## config.mk

```make
export PLATFORM = sky130hd
export DESIGN_NAME = letter_picker
export DESIGN_NICKNAME = d
export VERILOG_FILES = /design/src/rtl/letter_pkg.sv /design/src/rtl/letter_fifo.sv /design/src/rtl/letter_picker.sv
export SDC_FILE = /design/constraint.sdc
export NUM_CORES = 1
export LEC_CHECK = 0
export ABC_AREA = 1
export ABC_CLOCK_PERIOD_IN_PS = 5900
export BUFFER_PORTS_ARGS = -buffer_cell sky130_fd_sc_hd__buf_2
export CELL_PAD_IN_SITES_DETAIL_PLACEMENT = 1
export CELL_PAD_IN_SITES_GLOBAL_PLACEMENT = 2
export CORE_MARGIN = 4
export CORE_UTILIZATION = 38
export CTS_BUF_LIST = sky130_fd_sc_hd__clkbuf_4
export DETAILED_ROUTE_END_ITERATION = 10
export GPL_ROUTABILITY_DRIVEN = 0
export PLACE_DENSITY_LB_ADDON = 0.1
export SYNTH_ARGS = -nofsm -noshare
export SYNTH_HDL_FRONTEND = slang
export SYNTH_SLANG_ARGS = --single-unit
```

## constraint.sdc

```tcl
create_clock -name clk_i -period 5.9 [get_ports clk_i]
set_input_delay 0.295 -clock clk_i [delete_from_list [all_inputs] [get_ports clk_i]]
set_output_delay 0.295 -clock clk_i [all_outputs]
set_load 0.03 [all_outputs]
```

## src/rtl/letter_pkg.sv

```systemverilog
// Shared constants, types and the divider-free mod-26 helper for the letter picker.
// Turns a raw generator byte into a candidate letter index plus its acceptance range flag.
package letter_pkg;

  localparam int unsigned LETTER_COUNT = 26;
  localparam logic [7:0]  ACCEPT_LIMIT = 8'd234;
  localparam logic [7:0]  ASCII_A      = 8'h41;

  typedef logic [4:0] letter_idx_t;

  localparam letter_idx_t NONE_IDX = 5'd31;

  typedef struct packed {
    logic        in_range;
    letter_idx_t idx;
  } candidate_t;

  // Greedy subtraction of 26*k, largest multiple first, leaves a remainder below 26.
  function automatic letter_idx_t mod26(input logic [7:0] value);
    logic [7:0] rem;
    rem = value;
    for (int k = 8; k >= 1; k--) begin
      if (rem >= 8'(LETTER_COUNT * k)) begin
        rem = rem - 8'(LETTER_COUNT * k);
      end
    end
    return letter_idx_t'(rem);
  endfunction

  function automatic candidate_t make_candidate(input logic [7:0] value);
    candidate_t cand;
    cand.in_range = (value < ACCEPT_LIMIT);
    cand.idx      = mod26(value);
    return cand;
  endfunction

endpackage

```

## src/rtl/letter_fifo.sv

```systemverilog
// Synchronous show-ahead FIFO: the head entry is always presented on rdata_o while valid_o is high.
// Push and pop may occur together; a push into a full FIFO is only taken alongside a pop.
module letter_fifo #(
  parameter int unsigned Width = 5,
  parameter int unsigned Depth = 4,
  localparam int unsigned PtrW   = $clog2(Depth),
  localparam int unsigned CountW = $clog2(Depth) + 1
) (
  input  logic              clk_i,
  input  logic              rst_i,
  input  logic              push_i,
  input  logic              pop_i,
  input  logic [Width-1:0]  wdata_i,
  output logic [Width-1:0]  rdata_o,
  output logic              valid_o,
  output logic [CountW-1:0] count_o
);

  logic [Width-1:0]  mem_q [Depth];
  logic [PtrW-1:0]   wr_ptr_q, wr_ptr_d;
  logic [PtrW-1:0]   rd_ptr_q, rd_ptr_d;
  logic [CountW-1:0] count_q, count_d;
  logic              push, pop;

  assign valid_o = (count_q != '0);
  assign count_o = count_q;
  assign rdata_o = mem_q[rd_ptr_q];

  always_comb begin
    pop      = pop_i && valid_o;
    push     = push_i && ((count_q < CountW'(Depth)) || pop);
    wr_ptr_d = wr_ptr_q;
    rd_ptr_d = rd_ptr_q;
    count_d  = count_q;
    // Depth is a power of two, so pointer overflow is the wrap.
    if (push) wr_ptr_d = wr_ptr_q + PtrW'(1);
    if (pop)  rd_ptr_d = rd_ptr_q + PtrW'(1);
    if (push && !pop) begin
      count_d = count_q + CountW'(1);
    end else if (pop && !push) begin
      count_d = count_q - CountW'(1);
    end
  end

  always_ff @(posedge clk_i or posedge rst_i) begin
    if (rst_i) begin
      wr_ptr_q <= '0;
      rd_ptr_q <= '0;
      count_q  <= '0;
      for (int i = 0; i < int'(Depth); i++) begin
        mem_q[i] <= '0;
      end
    end else begin
      wr_ptr_q <= wr_ptr_d;
      rd_ptr_q <= rd_ptr_d;
      count_q  <= count_d;
      if (push) mem_q[wr_ptr_q] <= wdata_i;
    end
  end

endmodule

```

## src/rtl/letter_picker.sv

```systemverilog
// Rejection-samples generator bytes into uniform letters A-Z, optionally dropping back-to-back
// repeats, and buffers accepted letters in a show-ahead FIFO behind a valid/ready handshake.
module letter_picker
  import letter_pkg::*;
#(
  parameter int unsigned DEPTH     = 4,
  parameter int unsigned NO_REPEAT = 1,
  localparam int unsigned CountW   = $clog2(DEPTH) + 1
) (
  input  logic              clk_i,
  input  logic              reset_i,
  input  logic [7:0]        rand_byte_i,
  input  logic              letter_ready_i,
  output logic              letter_valid_o,
  output logic [4:0]        letter_o,
  output logic [7:0]        letter_ascii_o,
  output logic [CountW-1:0] fill_count_o,
  output logic [15:0]       reject_count_o
);

  candidate_t  cand;
  letter_idx_t last_q, last_d;
  logic [15:0] reject_q, reject_d;
  logic        is_repeat, accept, space, pop, push, reject;

  always_comb begin
    cand      = make_candidate(rand_byte_i);
    is_repeat = (NO_REPEAT != 0) && (cand.idx == last_q);
    accept    = cand.in_range && !is_repeat;
    pop       = letter_valid_o && letter_ready_i;
    space     = (fill_count_o < CountW'(DEPTH)) || pop;
    push      = space && accept;
    // Cycles lost to a full FIFO are not rejections.
    reject    = space && !accept;

    last_d   = push ? cand.idx : last_q;
    reject_d = reject_q;
    if (reject && (reject_q != 16'hFFFF)) begin
      reject_d = reject_q + 16'd1;
    end
  end

  always_ff @(posedge clk_i or posedge reset_i) begin
    if (reset_i) begin
      last_q   <= NONE_IDX;
      reject_q <= '0;
    end else begin
      last_q   <= last_d;
      reject_q <= reject_d;
    end
  end

  letter_fifo #(
    .Width (5),
    .Depth (DEPTH)
  ) u_fifo (
    .clk_i   (clk_i),
    .rst_i   (reset_i),
    .push_i  (push),
    .pop_i   (pop),
    .wdata_i (cand.idx),
    .rdata_o (letter_o),
    .valid_o (letter_valid_o),
    .count_o (fill_count_o)
  );

  assign letter_ascii_o = ASCII_A + {3'b000, letter_o};
  assign reject_count_o = reject_q;

endmodule

```

==> run_results.csv <==
group,metric,value,unit
outcome,run_status,"complete, no violations",
route,number_of_search_and_repair_iterations_in_the_first_detailed_routing_pass,4,
placed_design,port_buffers,41,
logic_synthesis,synthesis.instances,599,
route,vias,4157,
setup_path,timing.critical_path.fanout_max,6,
logic_synthesis,synth-seq-area-share,28.0,%
route,post_drt_via_cell_ratio,5.16,
cells_and_area,count_of_antenna_diodes_in_the_layout,0,
setup_path,worst_path_max_delay_cell,"sky130_fd_sc_hd__fa_2",
clock_network,worstSkewPairLatency,0.38,ns
clock_network,cts.sinks,48,
setup_path,critPathCaptureType,"register",
clock_network,cts_tree,"yes",
route,avgRoutedWirePerCell,14.9,µm
global_routing,overflow,0,
die,core_area,11000,µm²
die,die_span_in_x,115,µm
logic_synthesis,ys_ff_latch,48,
timing,max_clock_freq,0.180,GHz
setup_path,critical_path.n_buffers_inverters,8,
power,totalPowerFinal,2.58,mW
clock_network,cts_buffer_depth,2,
setup_path,cp.arrival,5.83,ns
global_routing,wire_length_of_the_first_global_routing_pass,20.4,mm
cells_and_area,post_route_cells_drive_above_1_share,28.4,%
global_routing,grt_antenna_before_repair,0,
logic_synthesis,synth_async_sr_flop_share,100,%
logic_synthesis,synth-compound-area-share,4.09,%
flow_run,maxCapViolations,0,
logic_synthesis,synth.yosys.warnings,0,
die,top_level_ports,44,
logic_synthesis,summed_instance_area_of_the_synthesized_netlist,4320,µm²
timing,period_needed,5.55,ns
logic_synthesis,synth_adder_area_share,4.81,%
die,die_area,13100,µm²
timing,report.final.setup_viol,0,
setup_path,max_stage_delay,0.42,ns
cells_and_area,layout_commonest_cell,"sky130_fd_sc_hd__nand2_1",
setup_path,cp_top_family,"simple AND/OR/NAND/NOR gates",
logic_synthesis,synth_nets,626,
timing,timing.max_slew.rel_slack,45.7,%
timing,final_cycle_share,94.0,%
logic_synthesis,muxShareOfSynthArea,0.261,%
clock_network,cts.clk_slew.worst_paths,0.15,ns
logic_synthesis,synth_xor_area_share,5.68,%
logic_synthesis,predominant_post_synthesis_flop_cell,"sky130_fd_sc_hd__dfrtp_1",
cells_and_area,flow.area_growth_from_synthesis,18.3,%
power,power_per_cell_area,506,nW/µm²
placed_design,post-place-ws,-0.231,ns
cells_and_area,final_cell_area,5100,µm²
logic_synthesis,synth_top_family_by_area,"simple AND/OR/NAND/NOR gates",
cells_and_area,final_core_util,46.5,%
logic_synthesis,number_of_synthesized_flops_with_an_enable_pin,0,
min_path,hold_path.class,"in2async",
route,dr.first_iter.drc_count,163,
die,placement_rows,38,
die,die_height,115,µm
timing,final_number_of_max_transition_violations,0,
global_routing,vias_in_the_first_global_route,4146,
clock_network,cts_inserted_buffers,5,
timing,finalWorstSetupSlack,0.354,ns
timing,timing.setup.tns,0,ns
global_routing,grt_max_degree,51,
power,worst_ir_drop_vdd,543,µV
power,p_leak,2.65,nW
timing,worst_slew_pin_tran,0.813,ns
setup_path,crit_type,"in2reg",
logic_synthesis,average_size_of_a_mapped_cell,7.20,µm²
cells_and_area,layout.cells.most_common_list,"sky130_fd_sc_hd__nand2_1 (178), sky130_fd_sc_hd__inv_1 (57), sky130_fd_sc_hd__nand3_1 (48), sky130_fd_sc_hd__nand4_1 (48), sky130_fd_sc_hd__dfrtp_1 (43)",
clock_network,clockRootBuffer,"sky130_fd_sc_hd__clkbuf_4",
die,initial_utilization,39.3,%
timing,skew,0.0110,ns
placed_design,dp_hpwl,8.98,mm
setup_path,timing.critical_path.required,6.19,ns
setup_path,critPathMostFrequentCell,"sky130_fd_sc_hd__nand2_1",
setup_path,start_kind,"input port",
logic_synthesis,post_synth_num_cell_types,43,
route,drt-total-wl,12.0,mm
cells_and_area,finalNetCount,691,
logic_synthesis,yosys.area_share.simple,48.4,%
clock_network,h_tree_depth_reported_by_cts,2,
route,drtAntennaViolNets,0,
timing,rsz0062_at_grt,"yes",
timing,hold_viol,0,
route,remaining_drc_errors,0,
placed_design,place_area,4710,µm²
global_routing,total_routing_resource_utilization_after_global_routing,18.6,%
layer usage:
layer	up-vias	GRT usage [%]	part of all wire [%]
met2	45	31.8	50
met4	0	2.69	0.50
met1	2018	25.6	47
li1	2084	-	-
met3	10	2.54	2.4
met5	-	0	0
layout make-up:
type,instances,area [µm²]
fill,1430,5880
multi-input combinational,467,2940
sequential,48,1210
timing repair buffer,74,453
inverter,68,256
tap,140,175
clock buffer,5,37.5
clock inverter,3,37.5
worst min-delay path: stages:
cell and delay, ns:
sky130_fd_sc_hd__buf_2 0.10, sky130_fd_sc_hd__inv_2 0.03, sky130_fd_sc_hd__buf_4 0.50
stage by stage:
step | instances | hold slack, ns
finish | 805 | 0.0360
detailed placement | 781 | 0.460
floorplan | 599 | 0.444
global route | 805 | 0.0771
CTS | 789 | 0.0705
global placement | 781 | 0.458
report_power, final:
part	total, mW	internal [mW]	switching [mW]
clock	0.200	0.0867	0.114
combinational	1.80	0.602	1.20
sequential	0.580	0.467	0.113
total	2.58	1.16	1.43
cells in the mapped netlist (2+ instances only):
| library cell | number | share of area [%] |
|---|---|---|
| sky130_fd_sc_hd__nand4_1 | 48 | 7.0 |
| sky130_fd_sc_hd__dfrtp_1 | 43 | 25 |
| sky130_fd_sc_hd__nor2_2 | 2 | 0.29 |
| sky130_fd_sc_hd__nand2_2 | 28 | 4.1 |
| sky130_fd_sc_hd__o211ai_1 | 2 | 0.35 |
| sky130_fd_sc_hd__nand3_4 | 4 | 1.6 |
| sky130_fd_sc_hd__ha_1 | 15 | 4.3 |
| sky130_fd_sc_hd__xnor2_1 | 10 | 2.0 |
| sky130_fd_sc_hd__nand3_1 | 54 | 6.3 |
| sky130_fd_sc_hd__xor2_1 | 18 | 3.7 |
| sky130_fd_sc_hd__clkbuf_1 | 5 | 0.43 |
| sky130_fd_sc_hd__nand3_2 | 9 | 2.1 |
| sky130_fd_sc_hd__o21ai_0 | 7 | 0.81 |
| sky130_fd_sc_hd__a21oi_1 | 6 | 0.70 |
| sky130_fd_sc_hd__nand2_4 | 16 | 4.2 |
| sky130_fd_sc_hd__nor2_1 | 24 | 2.1 |
| sky130_fd_sc_hd__o21ai_1 | 2 | 0.23 |
| sky130_fd_sc_hd__nand2_1 | 188 | 16 |
| sky130_fd_sc_hd__nor2_4 | 6 | 1.6 |
| sky130_fd_sc_hd__nand3b_1 | 4 | 0.70 |
| sky130_fd_sc_hd__a32oi_1 | 2 | 0.41 |
| sky130_fd_sc_hd__dfstp_2 | 5 | 3.0 |
| sky130_fd_sc_hd__nor3_1 | 7 | 0.81 |
| sky130_fd_sc_hd__buf_6 | 5 | 1.3 |
| sky130_fd_sc_hd__nor4_1 | 2 | 0.29 |
| sky130_fd_sc_hd__buf_4 | 3 | 0.52 |
| sky130_fd_sc_hd__inv_2 | 3 | 0.26 |
| sky130_fd_sc_hd__o22ai_1 | 2 | 0.29 |
| sky130_fd_sc_hd__inv_1 | 63 | 5.5 |
| sky130_fd_sc_hd__buf_2 | 2 | 0.23 |
| sky130_fd_sc_hd__conb_1 | 2 | 0.17 |
logic make-up after synthesis:
group / count (synthesis)
simple gates: 396
other cells: 2
mux: 1
xor+xnor: 28
buf+inv: 84
fa+ha+maj: 16
flops: 48
compound gates: 24
state kept, by name, summed over array words and instances, names as in the netlist:
register	flops
u_fifo.wr_ptr_q	2
u_fifo.count_o	3
u_fifo.rd_ptr_q	2
last_q	5
u_fifo.mem_q	20
reject_count_o	16
timing repair:
item / CTS / global route
hold buffers: 0 / 0
resized for setup: 0 / 45
endpoints found under the setup margin: 0 / 2
setup buffers: 0 / 16
final timing paths:
kind,startpoint,to,slack (ns),cells after the start
max in group asynchronous,reset_i,u_fifo.mem_q[18]$_DFFE_PP0P_,5.41,3
setup reg to reg,reject_count_o[0]$_DFFE_PP0P_,reject_count_o[1]$_DFFE_PP0P_,3.33,7
hold reg to reg,last_q[0]$_DFFE_PP1P_,last_q[0]$_DFFE_PP1P_,0.48,2
hold / removal,reset_i,reject_count_o[11]$_DFFE_PP0P_,0.04,3
setup / recovery,rand_byte_i[2],u_fifo.count_o[1]$_DFFE_PP0P_,0.35,54
min in group clk_i,letter_ready_i,u_fifo.rd_ptr_q[0]$_DFFE_PP0P_,0.20,3
Note: power is estimated with default switching activity, not from simulation.
